<file path="src/rtl/up_dn_driver_if.sv">
// Handshake bundle between the up/down driver and whoever owns the counter.
// The master side issues Start/Mode/Target and feeds back the counter state.
interface up_dn_driver_if #(
    parameter int WIDTH = 5
);
    logic             start;
    logic             mode;
    logic [WIDTH-1:0] target;
    logic [WIDTH-1:0] counter_in;
    logic             high_in;
    logic             low_in;
    logic             load;
    logic [WIDTH-1:0] load_val;
    logic             up;
    logic             down;
    logic             busy;
    logic             done;
    logic             err;
    logic [5:0]       steps;

    // Start is a level sampled only while busy is low. It is not a valid/ready pair.
    // load/up/down are one-cycle command pulses, and at most one is high in any cycle.
    // done/err are one-cycle pulses that end a move.
    modport master (
        output start, mode, target, counter_in, high_in, low_in,
        input  load, load_val, up, down, busy, done, err, steps
    );

    modport slave (
        input  start, mode, target, counter_in, high_in, low_in,
        output load, load_val, up, down, busy, done, err, steps
    );
endinterface

</file>
<file path="src/rtl/up_dn_driver.sv">
// Drives an external up/down counter to a latched target value.
// The counter is either loaded directly or stepped one Up/Down pulse at a time, bounded by MAX_STEPS.
module up_dn_driver #(
    parameter int WIDTH     = 5,
    parameter int MAX_STEPS = 40
) (
    input  logic           i_clk,
    input  logic           i_rst,
    up_dn_driver_if.slave  bus,
    output logic [2:0]     o_state
);
    typedef enum logic [2:0] {
        S_IDLE  = 3'd0,
        S_LOAD  = 3'd1,
        S_CHECK = 3'd2,
        S_ISSUE = 3'd3,
        S_DONE  = 3'd4,
        S_ERR   = 3'd5
    } state_t;

    localparam logic [5:0] MAX_S = 6'(MAX_STEPS);

    state_t           r_state;
    state_t           w_next;
    logic [WIDTH-1:0] r_target;
    logic [5:0]       r_steps;
    logic             r_load;
    logic             r_up;
    logic             r_down;
    logic             w_accept;
    logic             w_need_up;
    logic             w_need_dn;
    logic             w_issue_up;
    logic             w_issue_dn;

    assign w_accept  = (r_state == S_IDLE) && bus.start;
    assign w_need_up = r_target > bus.counter_in;
    assign w_need_dn = r_target < bus.counter_in;

    // Direction is resolved in CHECK from the live counter value, so an external disturbance is picked up on the next step.
    always_comb begin
        w_next     = r_state;
        w_issue_up = 1'b0;
        w_issue_dn = 1'b0;
        case (r_state)
            S_IDLE: begin
                if (bus.start) begin
                    w_next = bus.mode ? S_LOAD : S_CHECK;
                end
            end
            S_LOAD:  w_next = S_CHECK;
            S_CHECK: begin
                if (bus.counter_in == r_target) begin
                    w_next = S_DONE;
                end else if (r_steps == MAX_S) begin
                    w_next = S_ERR;
                end else if ((w_need_up && bus.high_in) || (w_need_dn && bus.low_in)) begin
                    w_next = S_ERR;
                end else begin
                    w_next     = S_ISSUE;
                    w_issue_up = w_need_up;
                    w_issue_dn = w_need_dn;
                end
            end
            S_ISSUE: w_next = S_CHECK;
            S_DONE:  w_next = S_IDLE;
            S_ERR:   w_next = S_IDLE;
            default: w_next = S_IDLE;
        endcase
    end

    always_ff @(posedge i_clk) begin
        if (i_rst) begin
            r_state  <= S_IDLE;
            r_target <= '0;
            r_steps  <= '0;
            r_load   <= 1'b0;
            r_up     <= 1'b0;
            r_down   <= 1'b0;
        end else begin
            r_state <= w_next;
            r_load  <= w_accept && bus.mode;
            r_up    <= w_issue_up;
            r_down  <= w_issue_dn;
            if (w_accept) begin
                r_target <= bus.target;
                r_steps  <= '0;
            end else if (w_issue_up || w_issue_dn) begin
                // The count is bumped together with the pulse, so Steps already includes it while Up/Down is high.
                r_steps <= r_steps + 6'd1;
            end
        end
    end

    assign bus.load     = r_load;
    assign bus.load_val = r_target;
    assign bus.up       = r_up;
    assign bus.down     = r_down;
    assign bus.busy     = (r_state != S_IDLE);
    assign bus.done     = (r_state == S_DONE);
    assign bus.err      = (r_state == S_ERR);
    assign bus.steps    = r_steps;
    assign o_state      = r_state;
endmodule

</file>
<file path="src/flat_wrapper.sv">
// flat-port wrapper written by rule: the top's interface ports become plain ports
module up_dn_driver_flat 
#(
    parameter int WIDTH     = 5,
    parameter int MAX_STEPS = 40
)
  (i_clk, i_rst, o_state, bus_start, bus_mode, bus_target, bus_counter_in, bus_high_in, bus_low_in, bus_load, bus_load_val, bus_up, bus_down, bus_busy, bus_done, bus_err, bus_steps);
  up_dn_driver_if #(.WIDTH(WIDTH)) bus_i ();
  input  logic i_clk;
  input  logic i_rst;
  output logic [2:0] o_state;
  input wire logic [$bits(bus_i.start)-1:0] bus_start;
  input wire logic [$bits(bus_i.mode)-1:0] bus_mode;
  input wire logic [$bits(bus_i.target)-1:0] bus_target;
  input wire logic [$bits(bus_i.counter_in)-1:0] bus_counter_in;
  input wire logic [$bits(bus_i.high_in)-1:0] bus_high_in;
  input wire logic [$bits(bus_i.low_in)-1:0] bus_low_in;
  output wire logic [$bits(bus_i.load)-1:0] bus_load;
  output wire logic [$bits(bus_i.load_val)-1:0] bus_load_val;
  output wire logic [$bits(bus_i.up)-1:0] bus_up;
  output wire logic [$bits(bus_i.down)-1:0] bus_down;
  output wire logic [$bits(bus_i.busy)-1:0] bus_busy;
  output wire logic [$bits(bus_i.done)-1:0] bus_done;
  output wire logic [$bits(bus_i.err)-1:0] bus_err;
  output wire logic [$bits(bus_i.steps)-1:0] bus_steps;
  assign bus_i.start = bus_start;
  assign bus_i.mode = bus_mode;
  assign bus_i.target = bus_target;
  assign bus_i.counter_in = bus_counter_in;
  assign bus_i.high_in = bus_high_in;
  assign bus_i.low_in = bus_low_in;
  assign bus_load = bus_i.load;
  assign bus_load_val = bus_i.load_val;
  assign bus_up = bus_i.up;
  assign bus_down = bus_i.down;
  assign bus_busy = bus_i.busy;
  assign bus_done = bus_i.done;
  assign bus_err = bus_i.err;
  assign bus_steps = bus_i.steps;
  up_dn_driver #(.WIDTH(WIDTH), .MAX_STEPS(MAX_STEPS)) u_core (.i_clk(i_clk), .i_rst(i_rst), .bus(bus_i), .o_state(o_state));
endmodule
</file>
<file path="config.mk">
export PLATFORM = sky130hd
export DESIGN_NAME = up_dn_driver_flat
export DESIGN_NICKNAME = d
export VERILOG_FILES = /design/src/rtl/up_dn_driver_if.sv /design/src/rtl/up_dn_driver.sv /design/src/flat_wrapper.sv
export SDC_FILE = /design/constraint.sdc
export NUM_CORES = 1
export LEC_CHECK = 0
export CORE_MARGIN = 4
export CORE_UTILIZATION = 40
export CTS_CLUSTER_DIAMETER = 80
export DETAILED_ROUTE_END_ITERATION = 10
export PLACE_DENSITY = 0.73
export REMOVE_ABC_BUFFERS = 1
export SETUP_SLACK_MARGIN = 0.05
export SYNTH_ARGS = -nofsm -noshare
export SYNTH_HDL_FRONTEND = slang
export SYNTH_SLANG_ARGS = --single-unit
</file>
<file path="constraint.sdc">
create_clock -name i_clk -period 4.1 [get_ports i_clk]
set_clock_uncertainty 0.1 [all_clocks]
set_input_delay 1.23 -clock i_clk [delete_from_list [all_inputs] [get_ports i_clk]]
set_output_delay 1.23 -clock i_clk [all_outputs]
set_load 0.02 [all_outputs]
</file>
==> flow_summary.json <==
{
  "place_hpwl_um": 1800,
  "drive_above_1_share_pct": 9.33,
  "ys_seq_area_share_pct": 35.1,
  "cts.path.max_buffers": 2,
  "min-delay-start": "u_core.bus.steps[2]$_SDFFE_PP0P_",
  "maxCapViolCount": 0,
  "syn_inst": 114,
  "worst_setup_path_end_kind": "flop",
  "cts_hold_buffers": 0,
  "rsz0062_at_grt": "no",
  "netlist.top_cell.by_area": "dfxtp_1",
  "rows": 17,
  "antenna_left": 0,
  "root_buffer": "clkbuf_4",
  "viasPerCell": 5.24,
  "cts_sinks": 17,
  "hold_violations": 0,
  "dr_wl_met2_um": 1150,
  "gp_congestion": 0.770,
  "cp-start-kind": "primary input",
  "yosys_warnings": 0,
  "power.density_nw_per_um2": 290,
  "crit_family": "compound AO/OA/AOI/OAI gates",
  "place_area_um2": 1340,
  "grt_use_total_pct": 14.5,
  "setup_viol": 0,
  "grt_pass1_vias": 863,
  "antennaDiodeCount": 0,
  "num_vias": 933,
  "synth.top_cell.area_share_pct": 35.1,
  "die_area_um2": 3280,
  "final_area_um2": 1370,
  "crit_type": "primary input to flop",
  "clock_latency_ns": 0.29,
  "overflow": 0,
  "setup_ws_ns": 0.859,
  "crit_buf_inv": 2,
  "core_area_um2": 2250,
  "status": "completed",
  "start_util_pct": 43.1,
  "max_freq_ghz": 0.309,
  "wl_um": 2280,
  "wirelength_met1_um": 989,
  "required_ns": 4.23,
  "critical_path.max_stage_delay_ns": 0.55,
  "firstDrtPassIters": 4,
  "critPathArrivalTime_ns": 3.37,
  "dp_slack_ns": 0.554,
  "antenna_found_initial": 0,
  "tightest_slew_ns": 0.495,
  "final_cell_mix": "35 x clkdlybuf4s50_1, 17 x dfxtp_1, 14 x nor2_1",
  "period_minus_slack_ns": 3.24,
  "grt_start_max_net_pins": 12,
  "whs_ns": 0.429,
  "final_common_cell": "clkdlybuf4s50_1",
  "path_clk_slew_ns": 0.10,
  "wire_per_inst_um": 12.8,
  "cp_slowest_cell": "or4_1",
  "top_layer": "met4",
  "syn_area_um2": 971,
  "die_w_um": 57.3,
  "initialDrtViolationCount": 11,
  "routed-wl-met3_um": 122,
  "synth_edf_count": 0,
  "syn_area_per_cell_um2": 8.52,
  "ctsResizeCount": 0,
  "r2r-start": "u_core.bus.load_val[4]$_SDFFE_PP0P_",
  "crit_chain": "clkdlybuf4s50_1 > inv_1 > ha_1 > nand2b_1 > a211oi_1 > a311o_1 > or4_1 > a21oi_1",
  "synth-main-ff-cell": "dfxtp_1",
  "vdd_drop_max_uv": 251,
  "nets": 174,
  "ys_ff_latch": 17,
  "synthTopCellsByArea": "dfxtp_1 35%, ha_1 9.0%, nor2_1 5.4%, a21oi_1 4.6%, mux2i_1 4.1%",
  "p_leak_uw": 0.000514,
  "cp-startpoint": "bus_counter_in[1]",
  "fp.dieH_um": 57.3,
  "fill_cells": 210,
  "io_buffer_count": 35,
  "synthToLayoutAreaGrowth_pct": 40.6,
  "grt_pass1_wl_um": 3810,
  "crit_fanout": 11,
  "regArea_um2": 340,
  "period_share_pct": 79.1,
  "route.detailed.drc": 0,
  "io_pins": 36,
  "hp-class": "flop to flop",
  "post_cts_buffers": 0,
  "cts_tree": "done",
  "synth-async-reset-ratio_pct": 0,
  "synth_cell_type_count": 35,
  "setup_tns_ns": 0,
  "slew_violations": 0,
  "cts.htree.levels": 1,
  "cts_made_buffers": 3,
  "relSlewSlack_pct": 66.6,
  "multi_input_area_um2": 574
}
[worst paths after layout]
path	slack, ns	cells past startpoint	to
worst max-delay path	0.86	8	u_core.bus.steps[5]$_SDFFE_PP0P_
worst min register to register	0.43	2	u_core.bus.steps[2]$_SDFFE_PP0P_
worst max register to register	1.94	6	u_core.bus.steps[5]$_SDFFE_PP0P_
worst min-delay path	0.43	2	u_core.bus.steps[2]$_SDFFE_PP0P_
[final cells by class]
cell class,count,share of cell area (%)
flip-flops and latches,17,24.9
well taps,28,2.57
multi-input cells,84,42.1
clock inverters,1,0.367
clock buffers,3,1.65
repair buffers,35,25.7
inverters,10,2.75
[worst register-to-register path: stages, from the launching register on]
cell and delay (ns):
dfxtp_1 0.34, ha_1 0.36, nand3_1 0.09, a211oi_1 0.06, a311o_1 0.46, or4_1 0.55, a21oi_1 0.14
[per-layer routing]
layer | track usage [%] | up-vias
li1 | - | 480
met1 | 17.1 | 431
met2 | 25.8 | 20
met3 | 4.52 | 2
met4 | 2.98 | 0
met5 | 0 | -
[flip-flops by register name, indices dropped and copies added (netlist names)]
name,cells
u_core.bus.down,1
u_core.o_state,3
u_core.bus.up,1
u_core.bus.load,1
u_core.bus.steps,6
u_core.bus.load_val,5
[synth_stat cells, types with 2 or more instances]
cell type	number
nor2b_1	2
nand2_1	3
o21ai_0	5
nor2_1	14
o21a_1	2
mux2i_1	4
ha_1	7
a21oi_1	9
inv_1	10
clkbuf_1	2
nor3b_1	3
o31ai_1	4
nand3_1	7
dfxtp_1	17
or4_1	3
nor3_1	3
[per-stage QoR]
| stage | cells | power [uW] | utilization (%) |
|---|---|---|---|
| floorplan | 111 | 258 | - |
| global placement | 174 | 307 | 59.3 |
| CTS | 178 | 400 | 60.5 |
| global route | 178 | 418 | 60.5 |
| finish | 178 | 395 | 60.5 |
| detailed placement | 174 | 311 | 59.3 |
[power breakdown]
| group | switching, uW | internal [uW] |
|---|---|---|
| Combinational | 63.7 | 59.8 |
| Clock | 52.9 | 36.3 |
| Sequential | 8.93 | 174 |
[kinds of logic (layout without fill, tap and decap cells)]
kind of cell,after synthesis,after routing,synth area share [%]
adder cells (fa/ha/maj),7,7,9.02
AO/OA/AOI/OAI,27,27,19.2
AND/OR/NAND/NOR,46,46,26.8
multiplexers,4,4,4.12
buffers and inverters,13,49,5.80
flip-flops,17,17,35.1
Power figures use the tool's default switching activity.
